`src/rtl/sort_sched_pkg.sv`:
```
// Shared types and helpers for the sort job scheduler.
//   sched_state_e  : scheduler FSM states
//   WORDS_PER_JOB  : words per sort job (the sorter depth)
//   id_width(n)    : width of a requester index, never below 1 bit
package sort_sched_pkg;

  typedef enum logic [1:0] {
    IDLE = 2'd0,
    LOAD = 2'd1,
    SORT = 2'd2,
    RESP = 2'd3
  } sched_state_e;

  localparam int WORDS_PER_JOB = 8;

  function automatic int id_width(input int n);
    int w;
    w = $clog2(n);
    if (w < 1) begin
      w = 1;
    end else begin
      w = w;
    end
    return w;
  endfunction

endpackage

```
`src/rtl/sort_job_scheduler_arbiter.sv`:
```
// Combinational round-robin arbiter. The search starts at ptr_i and wraps
// modulo N; the first asserted request in that order wins.
//   req_i     : request vector
//   ptr_i     : index where the search starts
//   gnt_o     : one-hot grant (zero when nothing requests)
//   gnt_idx_o : index of the winner
//   any_o     : at least one request present
module rr_arbiter #(
  parameter int N  = 4,
  parameter int PW = 2
) (
  input  logic [N-1:0]  req_i,
  input  logic [PW-1:0] ptr_i,
  output logic [N-1:0]  gnt_o,
  output logic [PW-1:0] gnt_idx_o,
  output logic          any_o
);

  logic [PW-1:0] idx_s;
  logic          hit_s;

  // Walk the requests in rotated order and keep only the first hit.
  always_comb begin
    gnt_o     = '0;
    gnt_idx_o = '0;
    any_o     = 1'b0;
    idx_s     = '0;
    hit_s     = 1'b0;
    for (int k = 0; k < N; k++) begin
      idx_s        = PW'((32'(ptr_i) + 32'(k)) % 32'(N));
      hit_s        = ~any_o & req_i[idx_s];
      gnt_o[idx_s] = gnt_o[idx_s] | hit_s;
      gnt_idx_o    = hit_s ? idx_s : gnt_idx_o;
      any_o        = any_o | hit_s;
    end
  end

endmodule

```
`src/rtl/sort_job_scheduler.sv`:
```
// Shares one 8-word sorter between NREQ requesters, one whole job at a time.
// A round-robin winner streams 8 words into the sorter (sortit low on each
// accepted beat), the sorter is then left sorting for SORT_LAT cycles, and the
// sorted vector is returned with the owner's ID on a valid/ready channel.
//   clk, resetn            : clock and async active-low reset (shared with sorter)
//   req_valid/data/ready   : per-requester word channel, slice i = requester i
//   srt_din, srt_sortit    : sorter write data and mode (low = capture din)
//   srt_dout               : sorter result, MSB is its valid flag
//   rsp_valid/ready        : response handshake
//   rsp_data/id/err        : sorted vector, owner, sorter-not-valid flag
//   busy                   : scheduler not idle
module sort_job_scheduler
  import sort_sched_pkg::*;
#(
  parameter int BITWIDTH = 8,
  parameter int NREQ     = 4,
  parameter int SORT_LAT = 2
) (
  input  logic                                clk,
  input  logic                                resetn,
  input  logic [NREQ-1:0]                     req_valid,
  input  logic [NREQ*BITWIDTH-1:0]            req_data,
  output logic [NREQ-1:0]                     req_ready,
  output logic [BITWIDTH-1:0]                 srt_din,
  output logic                                srt_sortit,
  input  logic [WORDS_PER_JOB*BITWIDTH:0]     srt_dout,
  output logic                                rsp_valid,
  input  logic                                rsp_ready,
  output logic [WORDS_PER_JOB*BITWIDTH-1:0]   rsp_data,
  output logic [id_width(NREQ)-1:0]           rsp_id,
  output logic                                rsp_err,
  output logic                                busy
);

  localparam int IDW = id_width(NREQ);
  localparam int LW  = id_width(SORT_LAT);
  localparam int VW  = WORDS_PER_JOB * BITWIDTH;

  sched_state_e  state_q, state_d;
  logic [IDW-1:0]  grant_q, grant_d;
  logic [NREQ-1:0] grant_oh_q, grant_oh_d;
  logic [IDW-1:0]  rr_ptr_q, rr_ptr_d;
  logic [2:0]      beat_q, beat_d;
  logic [LW-1:0]   lat_q, lat_d;
  logic            rsp_valid_q, rsp_valid_d;
  logic [VW-1:0]   rsp_data_q, rsp_data_d;
  logic [IDW-1:0]  rsp_id_q, rsp_id_d;
  logic            rsp_err_q, rsp_err_d;

  logic [NREQ-1:0]     arb_gnt_s;
  logic [IDW-1:0]      arb_idx_s;
  logic                arb_any_s;
  logic [BITWIDTH-1:0] sel_word_s;
  logic                accept_s;

  rr_arbiter #(
    .N  (NREQ),
    .PW (IDW)
  ) u_arb (
    .req_i     (req_valid),
    .ptr_i     (rr_ptr_q),
    .gnt_o     (arb_gnt_s),
    .gnt_idx_o (arb_idx_s),
    .any_o     (arb_any_s)
  );

  // Select the granted requester's word; the grant is one-hot so OR-ing is a mux.
  always_comb begin
    sel_word_s = '0;
    for (int i = 0; i < NREQ; i++) begin
      sel_word_s = sel_word_s | ({BITWIDTH{grant_oh_q[i]}} & req_data[i*BITWIDTH +: BITWIDTH]);
    end
  end

  assign accept_s = (state_q == LOAD) && (|(req_valid & grant_oh_q));

  // Sorter drive: sortit drops only on an accepted beat so stalls never write.
  always_comb begin
    if (accept_s) begin
      srt_din    = sel_word_s;
      srt_sortit = 1'b0;
    end else begin
      srt_din    = '0;
      srt_sortit = 1'b1;
    end
  end

  // Requester handshake and status decode from registered state.
  always_comb begin
    if (state_q == LOAD) begin
      req_ready = grant_oh_q;
    end else begin
      req_ready = '0;
    end
    busy      = (state_q != IDLE);
    rsp_valid = rsp_valid_q;
    rsp_data  = rsp_data_q;
    rsp_id    = rsp_id_q;
    rsp_err   = rsp_err_q;
  end

  // Next-state logic for the job FSM and its counters.
  always_comb begin
    state_d     = state_q;
    grant_d     = grant_q;
    grant_oh_d  = grant_oh_q;
    rr_ptr_d    = rr_ptr_q;
    beat_d      = beat_q;
    lat_d       = lat_q;
    rsp_valid_d = rsp_valid_q;
    rsp_data_d  = rsp_data_q;
    rsp_id_d    = rsp_id_q;
    rsp_err_d   = rsp_err_q;
    case (state_q)
      IDLE: begin
        // No word is taken this cycle; the grant is only latched.
        if (arb_any_s) begin
          grant_d    = arb_idx_s;
          grant_oh_d = arb_gnt_s;
          state_d    = LOAD;
        end else begin
          state_d = IDLE;
        end
      end
      LOAD: begin
        if (accept_s) begin
          beat_d = beat_q + 3'd1;
          // The 8th beat wraps the counter, matching the sorter's write pointer.
          if (beat_q == 3'd7) begin
            state_d  = SORT;
            lat_d    = '0;
            rr_ptr_d = (grant_q == IDW'(NREQ - 1)) ? '0 : (grant_q + IDW'(1));
          end else begin
            state_d = LOAD;
          end
        end else begin
          beat_d = beat_q;
        end
      end
      SORT: begin
        if (lat_q == LW'(SORT_LAT - 1)) begin
          rsp_data_d  = srt_dout[VW-1:0];
          rsp_err_d   = ~srt_dout[VW];
          rsp_id_d    = grant_q;
          rsp_valid_d = 1'b1;
          state_d     = RESP;
        end else begin
          lat_d = lat_q + LW'(1);
        end
      end
      RESP: begin
        if (rsp_ready) begin
          rsp_valid_d = 1'b0;
          state_d     = IDLE;
        end else begin
          rsp_valid_d = 1'b1;
        end
      end
      default: begin
        state_d = IDLE;
      end
    endcase
  end

  // State and response registers.
  always_ff @(posedge clk or negedge resetn) begin
    if (!resetn) begin
      state_q     <= IDLE;
      grant_q     <= '0;
      grant_oh_q  <= '0;
      rr_ptr_q    <= '0;
      beat_q      <= 3'd0;
      lat_q       <= '0;
      rsp_valid_q <= 1'b0;
      rsp_data_q  <= '0;
      rsp_id_q    <= '0;
      rsp_err_q   <= 1'b0;
    end else begin
      state_q     <= state_d;
      grant_q     <= grant_d;
      grant_oh_q  <= grant_oh_d;
      rr_ptr_q    <= rr_ptr_d;
      beat_q      <= beat_d;
      lat_q       <= lat_d;
      rsp_valid_q <= rsp_valid_d;
      rsp_data_q  <= rsp_data_d;
      rsp_id_q    <= rsp_id_d;
      rsp_err_q   <= rsp_err_d;
    end
  end

endmodule

```
`config.mk`:
```
export PLATFORM = sky130hd
export DESIGN_NAME = sort_job_scheduler
export DESIGN_NICKNAME = d
export VERILOG_FILES = /design/src/rtl/sort_sched_pkg.sv /design/src/rtl/sort_job_scheduler_arbiter.sv /design/src/rtl/sort_job_scheduler.sv
export SDC_FILE = /design/constraint.sdc
export NUM_CORES = 1
export LEC_CHECK = 0
export BUFFER_PORTS_ARGS = -buffer_cell sky130_fd_sc_hd__buf_4
export CORE_AREA = 2 2 121 123
export CTS_BUF_LIST = sky130_fd_sc_hd__clkbuf_16
export DETAILED_ROUTE_END_ITERATION = 10
export DIE_AREA = 0 0 123 125
export RECOVER_POWER = 50
export REMOVE_ABC_BUFFERS = 1
export SLEW_MARGIN = 20
export SYNTH_ARGS = -nofsm -noshare
export SYNTH_HDL_FRONTEND = slang
export SYNTH_SLANG_ARGS = --single-unit
```
`constraint.sdc`:
```
create_clock -name clk -period 4.7 [get_ports clk]
set_input_delay 0.94 -clock clk [delete_from_list [all_inputs] [get_ports clk]]
set_output_delay 0.94 -clock clk [all_outputs]
set_load 0.03 [all_outputs]
```
Word-level counts from Yosys, hierarchy flattened
Index checks and enable logic that the tools add are counted.
{"block": "op_classes", "magnitude_cmp": 8, "reduce_logical": 17, "mux": 48, "n_bitwise": 23, "eq_ne": 9, "n_addsub": 6}
{"op": "$and 8x8->8", "count": 4}
{"op": "$or 8x8->8", "count": 3}
{"op": "$mux 1", "count": 19}
{"op": "$mux 2", "count": 9}
{"op": "$bmux 1 s2", "count": 8}
{"op": "$bwmux 4", "count": 3}
{"op": "$lt 2x3->1 const B", "count": 4}
{"op": "$reduce_and 3->1", "count": 3}
{"op": "$and 4x4->4", "count": 2}
{"op": "$demux 1 s2", "count": 4}
{"op": "$ge 2x1->1 const B", "count": 4}
{"op": "$mux 8", "count": 1}
{"op": "$pmux 2 s4", "count": 1}
{"op": "$reduce_and 2->1", "count": 4}
{"op": "$or 1x1->1", "count": 7}
{"op": "$eq 2x2->1 const B", "count": 3}
{"op": "$ne 2x2->1 const B", "count": 3}
{"op": "$reduce_bool 2->1", "count": 3}
{"op": "$logic_and 1x1->1", "count": 5}
{"op": "$add 2x1->2 const B", "count": 2}
{"op": "$add 2x2->2 const B", "count": 2}
{"op": "$mux 4", "count": 1}
{"op": "$not 1->1", "count": 4}
{"op": "$pmux 1 s2", "count": 2}
{"op": "other kinds (8)", "count": 10}
{"block": "totals", "register_bits": 82, "in_bits": 104, "output_inout_bits": 82}

Logic depth before layout (Yosys ltp)
{"block": "depth", "word_depth": 17, "ltp_mapped": 11, "depth_no_buf": 9}

Cells and area by module
From an unflattened synthesis, not the netlist that was laid out.
{"block": "hier_totals", "hier_cells": 326, "hier_area_um2": 4202.8}
{"mod": "sort_job_scheduler", "cells_each": 227, "area_each_um2": 3472.1, "instances": 1}
{"mod": "rr_arbiter", "cells_each": 99, "area_each_um2": 730.7, "instances": 1}

Least setup slack after synthesis
Ideal clock, no wire load.
{"block": "synth_timing", "path_type": "register to register", "from": "register rr_ptr_q[1]", "to": "register grant_oh_q[2]", "stages_incl_launch_ff": 12, "path_buffers": 2, "t_arrival_ns": 3.176, "required_ns": 4.556, "path_slack_ns": 1.380, "path_cell_list": "dfrtp_1 -> clkbuf_1 -> inv_1 -> ha_1 -> clkbuf_1 -> mux4_2 -> mux2_4 -> a221oi_2 -> a31oi_1 -> or4_1 -> o311ai_2 -> a221oi_2"}
{"block": "synth_between", "elab_chain_cells": 17, "elab_cells_between_ends": 57}
{"item": "start: declaration", "line_no": "sort_job_scheduler.sv:42", "text": "logic [IDW-1:0] rr_ptr_q, rr_ptr_d;"}
{"item": "start signal: assignment", "line_no": "sort_job_scheduler.sv:182", "text": "rr_ptr_q <= rr_ptr_d;"}
{"item": "$lt 2x3->1 (implied by the code) / $ge 2x1->1 (equally long branches)", "line_no": "sort_job_scheduler_arbiter.sv:32", "text": "gnt_o[idx_s] = gnt_o[idx_s] | hit_s;"}
{"item": "$logic_and 1x1->1 (implied by the code)", "line_no": "sort_job_scheduler_arbiter.sv:32"}
{"item": "$mux 1 (implied by the code)", "line_no": "sort_job_scheduler_arbiter.sv:32"}
{"item": "$demux 1 s2"}
{"item": "$and 4x4->4 (no source line)"}
{"item": "$bmux 1 s2", "line_no": "sort_job_scheduler_arbiter.sv:32"}
{"item": "$mux 1 (implied by the code)", "line_no": "sort_job_scheduler_arbiter.sv:32"}
{"item": "$or 1x1->1", "line_no": "sort_job_scheduler_arbiter.sv:32"}
{"item": "$bwmux 4", "line_no": "sort_job_scheduler_arbiter.sv:32"}
{"item": "$bmux 1 s2", "line_no": "sort_job_scheduler_arbiter.sv:32"}
{"item": "$mux 1 (implied by the code)", "line_no": "sort_job_scheduler_arbiter.sv:32"}
{"item": "$or 1x1->1", "line_no": "sort_job_scheduler_arbiter.sv:32"}
{"item": "$bwmux 4", "line_no": "sort_job_scheduler_arbiter.sv:32"}
{"item": "$bmux 1 s2", "line_no": "sort_job_scheduler_arbiter.sv:32"}
{"item": "$mux 1 (implied by the code)", "line_no": "sort_job_scheduler_arbiter.sv:32"}
{"item": "$or 1x1->1", "line_no": "sort_job_scheduler_arbiter.sv:32"}
{"item": "$bwmux 4", "line_no": "sort_job_scheduler_arbiter.sv:32"}
{"item": "end signal: assignment", "line_no": "sort_job_scheduler.sv:181", "text": "grant_oh_q <= grant_oh_d;"}
{"item": "end: declaration", "line_no": "sort_job_scheduler.sv:41", "text": "logic [NREQ-1:0] grant_oh_q, grant_oh_d;"}
Several ways; a longest one is shown, not always the timed one. The select of a mux whose other input is x is not followed.
A chain may end at the register's enable or synchronous reset.

Worst setup path after layout
{"block": "layout_timing", "from": "register rr_ptr_q[0]", "to": "register grant_oh_q[0]"}
The elaborated chain is that of the path after synthesis.

==> summary.md <==
| Metric | Value |
|---|---|
| Status | finished with violations |
| Violated checks | max-capacitance violations, max-slew violations |
| Slowest stage delay, CP | 0.78 ns |
| GPL Wtd Cong | 0.791 |
| Clk root buf | clkbuf_16 |
| Setup violators final | 0 |
| WP depth | 9 |
| Seq cells post-synth | 82 |
| HP Class | register to register |
| Synthesis-to-layout area growth | 44.9% |
| Final cell count without fillers | 690 |
| CTS tree | yes |
| Vias in the first global route | 3,202 |
| Area after DPL | 0.00556 sq mm |
| Post-CTS Hold Fix Bufs | 0 |
| First-pass GRT wire length | 15,800 um |
| Slew @ Worst Pin | 2.58 ns |
| Max Root-Sink Buffers | 2 |
| GR Util All Layers | 13.0% |
| Power Density | 801 mW/mm^2 |
| Clk sinks | 82 |
| Data required, critical path | 4.90 ns |
| Rel. slew slack | -72.0% |
| Setup Fix Bufs, Post-CTS | 0 |
| Post-route ant nets | 0 |
| Routed vias | 3,322 |
| Hpwl dp | 7650 um |
| RSZ-0062 raised after global routing | false |
| Sequential Power Share | 29.2% |
| Die Area | 0.0154 sq mm |
| WL final | 10,300 um |
| Drt wl/cell | 15.0 um |
| NumNets Final | 613 |
| Post-synthesis sequential area ratio | 51.0% |
| Number of flops mapped to enable cells by yosys | 0 |
| WS Path Type | register to register |
| Worst EP arrival | 4.09 ns |
| WP buf/inv | 1 |
| Largest net degree at the start of global routing | 50 |
| Top Ports | 186 |
| Leak | 2.69 nW |
| Worst path slowest cell | dfrtp_1 |
| Cells after Synth | 328 |
| Comb pwr share | 56.3% |
| Crit-path cells | inv_1 > ha_1 > mux4_2 > mux2_4 > a221oi_2 > a31oi_1 > or4_1 > o311ai_2 > a211oi_2 |
| Period utilization | 82.8% |
| Switching part of the total | 44.0% |
| Sw power | 0.00206 W |
| Synth async-reset ratio | 100% |
| Startpoint class of the critical path | register |
| Pwr Total | 0.00467 W |
| Achievable Freq | 257 MHz |
| N_diodes | 0 |
| R2R depth | 9 |
| Final TNS setup | 0 ns |
| Largest fanout on the critical path | 19 |
| Synth Warn # | 0 |
| Mapped Area | 0.00402 sq mm |
| DR DRC count | 0 |
| Clk Latency, worst-skew pair | 0.33 ns |
| Initial antenna violation count | 0 |
| Placed insts | 675 |
| CTS Buf Count | 9 |
| Slew Viols, Final | 120 |
| Commonest non-fill, non-tap cells in the layout | buf_4, dfrtp_1, mux2_2 |
| Number of buffers added on ports | 185 |
| DRT Pass-1 Iters | 6 |
| Max Cap Viol | 3 |
| Initial core utilization | 28.3% |
| Crit-path leading delay family | multiplexers |
| Min setup slack post-route | 0.807 ns |
| Internal | 0.00261 W |
| Gr ovfl total | 0 |
| Post-CTS Resized | 0 |
| Final hold vios | 0 |
| Max VDD drop | 0.000280 V |
| Clock network power share | 14.5% |
| Fin crit period | 3.89 ns |
| Layout cells sized above 1 | 55.3% |
| Post-synth cell types | 45 |
| Synth Flop Type | dfrtp_1 |
| Critical Path End Type | register |
| Chip height | 125 um |
| Worst-path clk slew | 0.06 ns |
| FP Rows | 44 |
| Hold depth | 1 |
| Initial DRC count | 85 |
| Vias/cell | 4.81 |
| Design area | 0.00583 sq mm |
| Core box area | 0.0142 sq mm |
| Die Wd | 123 um |
| Post-synthesis average cell area | 12.3 sq um |
| Skew final | 0.00805 ns |
| Place WS | 0.797 ns |
| Commonest non-fill, non-tap cell in the layout | buf_4 |
| # H-tree levels | 3 |
per-layer routing:
layer	global-route usage (%)	wire length [um]	vias up
li1	-	-	1553
met4	5.41	217	0
met5	0	0	-
met1	15.8	4320	1606
met2	22.0	5050	144
met3	3.10	762	19
worst register-to-register path: cells and delay by family, from the launching register on:
| kind | cells | cell delay, ns |
|---|---|---|
| AO/OA/AOI/OAI | 4 | 0.68 |
| adder cells (fa/ha/maj) | 1 | 0.68 |
| buffers and inverters | 1 | 0.23 |
| flip-flops | 1 | 0.78 |
| multiplexers | 2 | 0.93 |
| AND/OR/NAND/NOR | 1 | 0.47 |
per-stage QoR:
stage               utilization [%]  hold slack, ns
global placement               39.1           0.467
floorplan                         -           0.453
detailed placement             39.1           0.474
finish                         41.0           0.478
global route                   41.0           0.511
CTS                            41.1           0.482
synthesized netlist by cell type, types with 3 or more instances:
library cell  number  share of area, %
dfrtp_1           82                51
mux2_2            70                20
a22oi_1           18               3.4
a21oi_1           17               2.1
nand2_1           16               1.5
clkbuf_1          14               1.3
nor2_1            12               1.1
o21ai_0           10               1.2
buf_1              7              0.65
ha_1               7               2.2
inv_1              6              0.56
nand3_1            6              0.75
and2_1             5              0.78
mux4_2             5               2.8
a211oi_2           4               1.2
a31oi_1            4              0.62
buf_2              3              0.37
nand3b_1           3              0.56
nor2b_1            3              0.47
power by group through the flow:
stage	sequential [W]	combinational, W	clock (W)
floorplan	0.00192	0.00116	0
global placement	0.00136	0.00260	0
detailed placement	0.00138	0.00264	0
CTS	0.00137	0.00265	0.000708
global route	0.00142	0.00281	0.000740
finish	0.00136	0.00263	0.000675
flip-flops by register name (all words and copies together) (netlist names), named ones only:
| name | flops |
|---|---|
| grant_q | 2 |
| rsp_err | 1 |
| rr_ptr_q | 2 |
| lat_q | 1 |
| rsp_id | 2 |
| state_q | 1 |
| rsp_data | 64 |
| rsp_valid | 1 |
| grant_oh_q | 4 |
| beat_q | 3 |
area by class of cell:
| cell class | instances | area (sq um) |
|---|---|---|
| fill | 1376 | 8380 |
| sequential | 82 | 2050 |
| multi-input combinational | 215 | 1840 |
| timing repair buffer | 188 | 1390 |
| tap | 184 | 230 |
| clock buffer | 9 | 225 |
| clock inverter | 6 | 60.1 |
| inverter | 6 | 22.5 |
logic make-up (layout without fill, tap and decap cells):
family | Yosys count | after routing | synth area share, %
DFF | 82 | 82 | 51.0
AOI/OAI and AO/OA | 68 | 68 | 12.2
buffers and inverters | 31 | 209 | 3.17
xor gates and xnor gates | 2 | 2 | 0.436
and+or+nand+nor | 60 | 60 | 7.75
adders and majority gates | 7 | 7 | 2.18
muxes | 78 | 78 | 23.3
path summary, 6_finish.rpt:
check	from	to	slack [ns]
min in group asynchronous	resetn	rsp_data[13]	1.41
max in group asynchronous	resetn	rsp_data[29]	1.36
setup / recovery	rr_ptr_q[0]	grant_oh_q[0]	0.81
hold / removal	beat_q[0]	beat_q[0]	0.48
setup reg to reg	rr_ptr_q[0]	grant_oh_q[0]	0.81
hold reg to reg	beat_q[0]	beat_q[0]	0.48
Note: power is estimated with default switching activity, not from simulation.
